`src/rtl/wb_pkg.sv`:
```
`timescale 1ns/1ps
`default_nettype none
// ============================================================================
// Package     : wb_pkg
// Description : Shared constants, source encoding and helpers for the
//               writeback port arbiter and its request queues.
// Revision    : 1.0 - initial release
// ============================================================================
package wb_pkg;

    localparam int XLEN          = 32;
    localparam int REG_ADDR_W    = 5;
    localparam int WB_FIFO_DEPTH = 2;
    // Queue entry layout: {RdSel, RdDat}, destination in the MSBs.
    localparam int ENTRY_W       = REG_ADDR_W + XLEN;

    typedef enum logic {
        SRC_ALU = 1'b0,
        SRC_MEM = 1'b1
    } wb_src_e;

    // One-hot decode of a register index into a full-width pending mask.
    function automatic logic [XLEN-1:0] sel_onehot(input logic [REG_ADDR_W-1:0] sel);
        logic [XLEN-1:0] v;
        v      = '0;
        v[sel] = 1'b1;
        return v;
    endfunction

endpackage
`default_nettype wire

```
`src/rtl/wb_fifo.sv`:
```
`timescale 1ns/1ps
`default_nettype none
// ============================================================================
// Module      : wb_fifo
// Description : Circular-buffer request queue with registered head (no
//               push-to-pop bypass). Exposes a per-slot valid vector and the
//               tag field (MSBs) of every slot so the owner can build a
//               pending-destination mask.
// Ports       : clk, rst        - clock, synchronous active-high reset
//               i_push/i_data   - write request (ignored when full)
//               i_pop           - remove head (ignored when empty)
//               o_head          - current head entry
//               o_full/o_empty  - occupancy flags
//               o_vld/o_tags    - per-slot valid bit and tag field
// Revision    : 1.0 - initial release
// ============================================================================
module wb_fifo #(
    parameter int DEPTH = 2,
    parameter int WIDTH = 37,
    parameter int TAG_W = 5
) (
    input  logic                        clk,
    input  logic                        rst,
    input  logic                        i_push,
    input  logic [WIDTH-1:0]            i_data,
    input  logic                        i_pop,
    output logic [WIDTH-1:0]            o_head,
    output logic                        o_full,
    output logic                        o_empty,
    output logic [DEPTH-1:0]            o_vld,
    output logic [DEPTH-1:0][TAG_W-1:0] o_tags
);

    localparam int AW = $clog2(DEPTH);

    logic [DEPTH-1:0][WIDTH-1:0] r_mem;
    logic [AW-1:0]               r_rd_ptr;
    logic [AW-1:0]               r_wr_ptr;
    logic [AW:0]                 r_count;

    logic w_do_push;
    logic w_do_pop;

    assign o_full    = (r_count == (AW+1)'(DEPTH));
    assign o_empty   = (r_count == '0);
    assign w_do_push = i_push & ~o_full;
    assign w_do_pop  = i_pop & ~o_empty;
    assign o_head    = r_mem[r_rd_ptr];

    // Pointers wrap naturally because DEPTH is a power of two.
    always_ff @(posedge clk) begin
        if (rst) begin
            r_rd_ptr <= '0;
            r_wr_ptr <= '0;
            r_count  <= '0;
        end else begin
            if (w_do_push) begin
                r_wr_ptr <= r_wr_ptr + 1'b1;
            end
            if (w_do_pop) begin
                r_rd_ptr <= r_rd_ptr + 1'b1;
            end
            case ({w_do_push, w_do_pop})
                2'b10:   r_count <= r_count + 1'b1;
                2'b01:   r_count <= r_count - 1'b1;
                default: r_count <= r_count;
            endcase
        end
    end

    // Storage carries no reset; validity is tracked by the pointers.
    always_ff @(posedge clk) begin
        if (w_do_push) begin
            r_mem[r_wr_ptr] <= i_data;
        end
    end

    // A slot is live when its distance from the read pointer is below count.
    always_comb begin
        logic [AW-1:0] w_off;
        o_vld  = '0;
        o_tags = '0;
        for (int i = 0; i < DEPTH; i++) begin
            w_off     = AW'(i) - r_rd_ptr;
            o_vld[i]  = ({1'b0, w_off} < r_count);
            o_tags[i] = r_mem[i][WIDTH-1 -: TAG_W];
        end
    end

endmodule
`default_nettype wire

```
`src/rtl/wb_port_arbiter.sv`:
```
`timescale 1ns/1ps
`default_nettype none
// ============================================================================
// Module      : wb_port_arbiter
// Description : Merges ALU and load-unit writeback requests onto a single
//               register-file write port. Each source is buffered in its own
//               queue; heads are arbitrated round-robin and the winner is
//               registered onto the port. Writes to x0 are arbitrated but
//               never enable the register file.
// Ports       : Clk, Rst                      - clock, sync active-high reset
//               AluVld/AluRdSel/AluRdDat/AluRdy - ALU request handshake
//               MemVld/MemRdSel/MemRdDat/MemRdy - load request handshake
//               Wen/RDSel/RDDat               - register-file write port
//               PendMask                      - destinations queued or on port
// Revision    : 1.0 - initial release
// ============================================================================
module wb_port_arbiter
    import wb_pkg::*;
#(
    parameter int FIFO_DEPTH = WB_FIFO_DEPTH
) (
    input  logic                  Clk,
    input  logic                  Rst,
    input  logic                  AluVld,
    input  logic [REG_ADDR_W-1:0] AluRdSel,
    input  logic [XLEN-1:0]       AluRdDat,
    output logic                  AluRdy,
    input  logic                  MemVld,
    input  logic [REG_ADDR_W-1:0] MemRdSel,
    input  logic [XLEN-1:0]       MemRdDat,
    output logic                  MemRdy,
    output logic                  Wen,
    output logic [REG_ADDR_W-1:0] RDSel,
    output logic [XLEN-1:0]       RDDat,
    output logic [XLEN-1:0]       PendMask
);

    logic                                  w_alu_full, w_alu_empty;
    logic                                  w_mem_full, w_mem_empty;
    logic [ENTRY_W-1:0]                    w_alu_head, w_mem_head;
    logic [FIFO_DEPTH-1:0]                 w_alu_vld, w_mem_vld;
    logic [FIFO_DEPTH-1:0][REG_ADDR_W-1:0] w_alu_tags, w_mem_tags;
    logic                                  w_alu_push, w_mem_push;
    logic                                  w_alu_pop, w_mem_pop;

    logic                                  w_grant_vld;
    wb_src_e                               w_grant_src;
    logic [ENTRY_W-1:0]                    w_grant_entry;
    wb_src_e                               w_last_nxt;
    logic [XLEN-1:0]                       w_pend;

    wb_src_e                               r_last;
    logic                                  r_wen;
    logic [REG_ADDR_W-1:0]                 r_rdsel;
    logic [XLEN-1:0]                       r_rddat;

    // Ready depends on occupancy only: a same-cycle pop never frees a slot.
    assign AluRdy     = ~w_alu_full & ~Rst;
    assign MemRdy     = ~w_mem_full & ~Rst;
    assign w_alu_push = AluVld & AluRdy;
    assign w_mem_push = MemVld & MemRdy;

    wb_fifo #(
        .DEPTH (FIFO_DEPTH),
        .WIDTH (ENTRY_W),
        .TAG_W (REG_ADDR_W)
    ) u_alu_fifo (
        .clk     (Clk),
        .rst     (Rst),
        .i_push  (w_alu_push),
        .i_data  ({AluRdSel, AluRdDat}),
        .i_pop   (w_alu_pop),
        .o_head  (w_alu_head),
        .o_full  (w_alu_full),
        .o_empty (w_alu_empty),
        .o_vld   (w_alu_vld),
        .o_tags  (w_alu_tags)
    );

    wb_fifo #(
        .DEPTH (FIFO_DEPTH),
        .WIDTH (ENTRY_W),
        .TAG_W (REG_ADDR_W)
    ) u_mem_fifo (
        .clk     (Clk),
        .rst     (Rst),
        .i_push  (w_mem_push),
        .i_data  ({MemRdSel, MemRdDat}),
        .i_pop   (w_mem_pop),
        .o_head  (w_mem_head),
        .o_full  (w_mem_full),
        .o_empty (w_mem_empty),
        .o_vld   (w_mem_vld),
        .o_tags  (w_mem_tags)
    );

    // Round-robin: under contention the source that did not win last time
    // is granted; r_last only moves on an actual grant.
    always_comb begin
        w_grant_vld = 1'b0;
        w_grant_src = SRC_ALU;
        w_last_nxt  = r_last;
        if (!w_alu_empty && !w_mem_empty) begin
            w_grant_vld = 1'b1;
            w_grant_src = (r_last == SRC_ALU) ? SRC_MEM : SRC_ALU;
        end else if (!w_alu_empty) begin
            w_grant_vld = 1'b1;
            w_grant_src = SRC_ALU;
        end else if (!w_mem_empty) begin
            w_grant_vld = 1'b1;
            w_grant_src = SRC_MEM;
        end
        if (w_grant_vld) begin
            w_last_nxt = w_grant_src;
        end
    end

    assign w_alu_pop     = w_grant_vld & (w_grant_src == SRC_ALU);
    assign w_mem_pop     = w_grant_vld & (w_grant_src == SRC_MEM);
    assign w_grant_entry = (w_grant_src == SRC_MEM) ? w_mem_head : w_alu_head;

    always_ff @(posedge Clk) begin
        if (Rst) begin
            r_last  <= SRC_MEM;
            r_wen   <= 1'b0;
            r_rdsel <= '0;
            r_rddat <= '0;
        end else begin
            r_last <= w_last_nxt;
            // x0 writes still occupy the port but never enable the write.
            r_wen  <= w_grant_vld &&
                      (w_grant_entry[ENTRY_W-1 -: REG_ADDR_W] != '0);
            if (w_grant_vld) begin
                r_rdsel <= w_grant_entry[ENTRY_W-1 -: REG_ADDR_W];
                r_rddat <= w_grant_entry[XLEN-1:0];
            end
        end
    end

    always_comb begin
        w_pend = '0;
        for (int i = 0; i < FIFO_DEPTH; i++) begin
            if (w_alu_vld[i]) begin
                w_pend = w_pend | sel_onehot(w_alu_tags[i]);
            end
            if (w_mem_vld[i]) begin
                w_pend = w_pend | sel_onehot(w_mem_tags[i]);
            end
        end
        if (r_wen) begin
            w_pend = w_pend | sel_onehot(r_rdsel);
        end
        w_pend[0] = 1'b0;
    end

    assign Wen      = r_wen;
    assign RDSel    = r_rdsel;
    assign RDDat    = r_rddat;
    assign PendMask = w_pend;

endmodule
`default_nettype wire

```
`config.mk`:
```
export PLATFORM = sky130hd
export DESIGN_NAME = wb_port_arbiter
export DESIGN_NICKNAME = d
export VERILOG_FILES = /design/src/rtl/wb_pkg.sv /design/src/rtl/wb_fifo.sv /design/src/rtl/wb_port_arbiter.sv
export SDC_FILE = /design/constraint.sdc
export NUM_CORES = 1
export LEC_CHECK = 0
export CORE_UTILIZATION = 40
export DETAILED_ROUTE_END_ITERATION = 16
export DONT_BUFFER_PORTS = 1
export PLACE_DENSITY = 0.58
export SYNTH_ARGS = -nofsm -noshare
export SYNTH_HDL_FRONTEND = slang
export SYNTH_SLANG_ARGS = --single-unit
```
`constraint.sdc`:
```
create_clock -name Clk -period 5.3 [get_ports Clk]
set_input_delay 0 -clock Clk [delete_from_list [all_inputs] [get_ports Clk]]
set_output_delay 0 -clock Clk [all_outputs]
set_load 0.03 [all_outputs]
```
---- Word-level counts from Yosys, hierarchy flattened ----
Index checks and enable logic that the tools add are counted.
cells by class
  add/sub/neg operators ................... 12
  order comparisons ....................... 20
  equal/unequal tests ..................... 6
  mux-type cells .......................... 34
  bitwise logic cells ..................... 20
  reductions and logical operators ........ 16
operators by type and width
  cell                 count
  $mux 37              7
  $mux 32              5
  $bwmux 74            2
  $or 32x32->32        4
  $demux 37 s1         2
  $lt 5x6->1 const B   5
  $demux 1 s5          5
  $ge 5x1->1 const B   5
  $mux 1               11
  $and 1x1->1          10
  $logic_and 1x1->1    9
  $eq 2x2->1 const B   4
  $lt 1x2->1           4
  $lt 1x2->1 const B   4
  $pmux 2 s2           2
  $not 1->1            6
  $reduce_bool 5->1    1
  $add 1x1->1 const B  4
  $add 2x1->2 const B  2
  $eq 2x1->1 const B   2
  $logic_not 2->1      2
  $reduce_bool 2->1    2
  $sub 1x1->1 const A  4
  $sub 2x1->2 const B  2
  2 further kinds      4
storage, ports and cells
  bits in registers ....................... 195
  input bits .............................. 78
  output and inout bits ................... 72

---- Longest topological paths before layout ----
  word-level depth ........................ 13
  mapped depth ............................ 9

---- Modules after synthesis ----
Synthesis repeated with hierarchy kept, for this count alone.
second synthesis, totals
  cells, all modules ...................... 716
  area total of the unflattened synthesis .. 8993.6 um2
by module, submodules not included
  module           times used  cells each  area each (um2)  seq. area each (um2)
  wb_fifo          2           153         2972.9           2302.2
  wb_port_arbiter  1           410         3047.9           780.7

---- Worst setup path before layout ----
Ideal clock, no wire load.
  path type ............................... reg-to-reg
  from .................................... register u_mem_fifo.r_count[1]
  to ...................................... register u_mem_fifo.r_mem, in the netlist u_mem_fifo.o_tags[0] (enable)
  setup time .............................. 431 ps
  arrival ................................. 2290 ps
  required time ........................... 4869 ps
  path slack .............................. 2579 ps
  cell stages (with the launch flop) ...... 4
  cells stage by stage .................... dfxtp_1 -> inv_1 -> o211ai_1 -> nor2_1
on the way
  word-level cells in the longest chain between the ends .. 5
ends and longest elaborated chain
  what                           RTL line                              text
  start, declared                wb_fifo.sv:39                         logic [AW:0] r_count;
  start signal, assigned         wb_fifo.sv:64                         2'b10: r_count <= r_count + 1'b1;
  start signal, assigned         wb_fifo.sv:65                         2'b01: r_count <= r_count - 1'b1;
  start signal, assigned         wb_fifo.sv:66                         default: r_count <= r_count;
  $eq 2x2->1 (*)                 wb_fifo.sv:44                         assign o_full = (r_count == (AW+1)'(DEPTH));
  $not 1->1 (*)                  wb_fifo.sv:46, wb_port_arbiter.sv:59
  $and 1x1->1                    wb_port_arbiter.sv:59                 assign MemRdy = ~w_mem_full & ~Rst;
  $and 1x1->1                    wb_port_arbiter.sv:61                 assign w_mem_push = MemVld & MemRdy;
  $and 1x1->1 (*)                wb_fifo.sv:46                         assign w_do_push = i_push & ~o_full;
  end signal, assigned by index  wb_fifo.sv:74                         r_mem[r_wr_ptr] <= i_data;
  end, declared                  wb_fifo.sv:36                         logic [DEPTH-1:0][WIDTH-1:0] r_mem;
Mark *: on every way between the ends. The rest lies on a longest branch, timed or not.
A chain may end at the register's enable or synchronous reset.

---- Worst setup path in the final report ----
  from .................................... register u_mem_fifo.r_count[0]
  to ...................................... register r_rddat[5], in the netlist RDDat[5]
on the way
  word-level cells in the longest chain between the ends .. 5
  elaborated cells between the ends (all ways) .. 9
ends and longest elaborated chain
  what                                                RTL line                                        text
  $logic_not 2->1 (*)                                 wb_fifo.sv:45                                   assign o_empty = (r_count == '0);
  $mux 1 / $logic_not 1->1 (equally long branches)    n/a
  $mux 1 / $logic_and 1x1->1 (equally long branches)  wb_port_arbiter.sv:106, wb_port_arbiter.sv:103
  $mux 1                                              wb_port_arbiter.sv:103                          if (!w_alu_empty && !w_mem_empty) begin
  $mux 37                                             wb_port_arbiter.sv:120                          assign w_grant_entry = (w_grant_src == SRC_MEM) ? w_mem_head : w_alu_head;
  end signal, assigned                                wb_port_arbiter.sv:135                          r_rddat <= w_grant_entry[XLEN-1:0];
  end, declared                                       wb_port_arbiter.sv:55                           logic [XLEN-1:0] r_rddat;
Marks and branches as above.

==> results_dict.tcl <==
set metrics [dict create \
    cts_tree "yes" \
    maxSlewHeadroom_pct 18.4 \
    powerDensity_nw_per_um2 486 \
    fill_cells 1835 \
    row_count 53 \
    grt_use_total_pct 21.7 \
    leakagePower_nw 3.28 \
    cp-start-kind "register" \
    min_period_ns 3.25 \
    portBuffers 0 \
    antenna_found_initial 0 \
    drv_cap 0 \
    drc 0 \
    critPathSlowestCell "a21oi_4" \
    register_area_um2 5390 \
    preCtsSetupSlack_ns 2.51 \
    synthCells 672 \
    fmax_mhz 308 \
    routed_via_density 6.13 \
    final_area_um2 10300 \
    vias 6270 \
    required_ns 5.67 \
    drive_above_1_share_pct 8.96 \
    layout.nets 815 \
    setup_ws_ns 2.05 \
    clock-sinks 195 \
    first_iter_violations 530 \
    grt_max_degree 80 \
    post-cts-setup-buffers 0 \
    dp.final_hpwl_um 15200 \
    die_w_um 149 \
    path_cells "nor2_1 > a21oi_4 > buf_4 > a2111oi_0 > a2111oi_2 > dlygate4sd3_1" \
    setup_tns_ns 0 \
    ant_nets 0 \
    syn_avg_cell_area_um2 12.9 \
    rsz0062_at_grt "false" \
    die_area_um2 22300 \
    synth_area_um2 8700 \
    gp_congestion 0.981 \
    peakVddDrop_v 0.000311 \
    cp_slowest_stage_delay_ns 0.74 \
    grt_pass1_wl_um 36200 \
    cts_buffer_depth 2 \
    cts_buffers 17 \
    tightest_slew_ns 1.22 \
    synth_warnings 0 \
    clock-root-buffer "clkbuf_16" \
    hold_violations 0 \
    dpl_cell_area_um2 8950 \
    ys_ff_latch 195 \
    synth_ff_type "edfxtp_1" \
    synth.distinct_cells 55 \
    grt_pass1_vias 6382 \
    status "completed" \
    layout_commonest_cell "edfxtp_1" \
    cts.reportedPaths.clkPinSlew_ns 0.07 \
    grt.overflow.total 0 \
    cp.arrival_ns 3.62 \
    multi_input_area_um2 3080 \
    fp.coreArea_um2 21200 \
    die_h_um 149 \
    cts-htree-levels 4 \
    final_cell_mix "148 x edfxtp_1, 76 x dlygate4sd3_1, 64 x nor2_1" \
    syn-num-nets 752 \
    wl_per_cell_um 23.5 \
    dr.pass1.iters 5 \
    crit_path_end_kind "register" \
    async_flop_share_pct 0 \
    area_growth_pct 18.8 \
    critical_path_peak_fanout 47 \
    floorplan.initialDensity_pct 41.1 \
    critPathKind "reg2reg" \
    slew_viol_final 0 \
    hp-class "in2reg" \
    clock_skew_ns 0.00882 \
    synth_edf_count 148 \
    totalWireLength_um 24000 \
    insertedDiodeCount 0 \
    setup_viol_count_final 0 \
    io_pins 150 \
    clock_latency_ns 0.42 \
    fin_crit_sh_pct 61.3 \
    synth.yosys.seq_area_share_pct 61.9 \
]
power breakdown:
part	internal, mW	switching, mW
Clock	0.730	0.541
Sequential	1.88	0.401
Combinational	0.485	0.982
Total	3.09	1.92
layer usage:
| metal | global-route usage (%) | vias to the layer above | wire length [µm] |
|---|---|---|---|
| met5 | 0 | - | 0 |
| met4 | 7.19 | 0 | 421 |
| met3 | 6.55 | 40 | 2170 |
| met2 | 38.0 | 292 | 12100 |
| met1 | 25.2 | 3126 | 9310 |
| li1 | - | 2812 | - |
final timing paths:
| check | start | end | slack (ns) | cells after the start |
|---|---|---|---|---|
| setup / recovery | u_mem_fifo.r_count[0] | RDDat[5] | 2.05 | 6 |
| hold reg to reg | u_alu_fifo.r_count[1] | u_alu_fifo.r_count[1] | 0.56 | 2 |
| hold / removal | AluVld | u_alu_fifo.r_wr_ptr | 0.10 | 3 |
| setup reg to reg | u_mem_fifo.r_count[0] | RDDat[5] | 2.05 | 6 |
worst max-delay path: cells and delay by family, from the launching register on:
| family | cells | cell delay, ns |
|---|---|---|
| flip-flops | 1 | 0.56 |
| AO/OA/AOI/OAI | 3 | 1.30 |
| AND/OR/NAND/NOR | 1 | 0.17 |
| buffers and inverters | 2 | 1.15 |
sequential cells by signal, summed over array words and instances (netlist names):
signal               flops
u_alu_fifo.r_mem        64
u_mem_fifo.r_mem        64
RDDat                   32
u_alu_fifo.o_tags       10
u_mem_fifo.o_tags       10
RDSel                    5
u_alu_fifo.r_count       2
u_mem_fifo.r_count       2
Wen                      1
r_last                   1
u_alu_fifo.r_rd_ptr      1
u_alu_fifo.r_wr_ptr      1
u_mem_fifo.r_rd_ptr      1
u_mem_fifo.r_wr_ptr      1
cell usage after synthesis (all sizes together), types with 3 or more instances:
cell type	instances	share of area (%)
edfxtp	148	51
a2111oi	74	8.4
nor2	68	2.9
dfxtp	47	11
nor2b	38	2.7
mux2i	37	4.3
a22oi	30	2.6
clkbuf	25	1.1
o211ai	22	1.9
nand2	21	0.91
buf	20	1.4
nor3b	12	1.0
inv	11	0.47
a21oi	9	0.65
a221oi	9	0.91
and3b	8	0.81
nand3b	8	0.69
nor3	8	0.59
a211o	7	0.70
nand2b	5	0.36
nand3	5	0.29
o21ai	5	0.29
o22ai	5	0.36
or3b	5	0.50
xnor2	5	0.50
a22o	4	0.40
and3	4	0.29
or3	4	0.29
nand4	3	0.22
xor2	3	0.30
logic make-up (layout without fill, tap and decap cells):
kind of cell             Yosys count  in the layout  share of synthesized area, %
other                              1              1                        0.0431
AND/OR/NAND/NOR                  192            192                          11.9
flip-flops                       195            195                          61.9
XOR/XNOR                           8              8                         0.805
multiplexers                      37             37                          4.26
AO/OA/AOI/OAI                    181            181                          17.8
adder cells (fa/ha/maj)            2              2                         0.288
buffers and inverters             56            132                          3.01
layout make-up:
cell class | instances | area share [%]
sequential | 195 | 52.1
multi-input combinational | 421 | 29.8
timing repair buffer | 89 | 8.50
clock buffer | 23 | 4.93
tap | 275 | 3.33
clock inverter | 9 | 0.860
inverter | 11 | 0.400
timing repair:
item                                   in CTS  in global routing
hold buffers                               77                  0
endpoints found under the hold margin     195                  0
resized for setup                           0                  0
per-stage QoR:
step / util, % / total power, mW / instances / hold slack (ns)
2_1_floorplan: - / 3.33 / 672 / 0.0989
3_3_place_gp: 42.3 / 3.64 / 914 / 0.0780
3_5_place_dp: 42.3 / 3.70 / 914 / 0.0804
4_1_cts: 48.8 / 5.03 / 1023 / 0.0850
5_1_grt: 48.8 / 5.26 / 1023 / 0.151
6_report: 48.8 / 5.02 / 1023 / 0.103
Note: power is estimated with default switching activity, not from simulation.
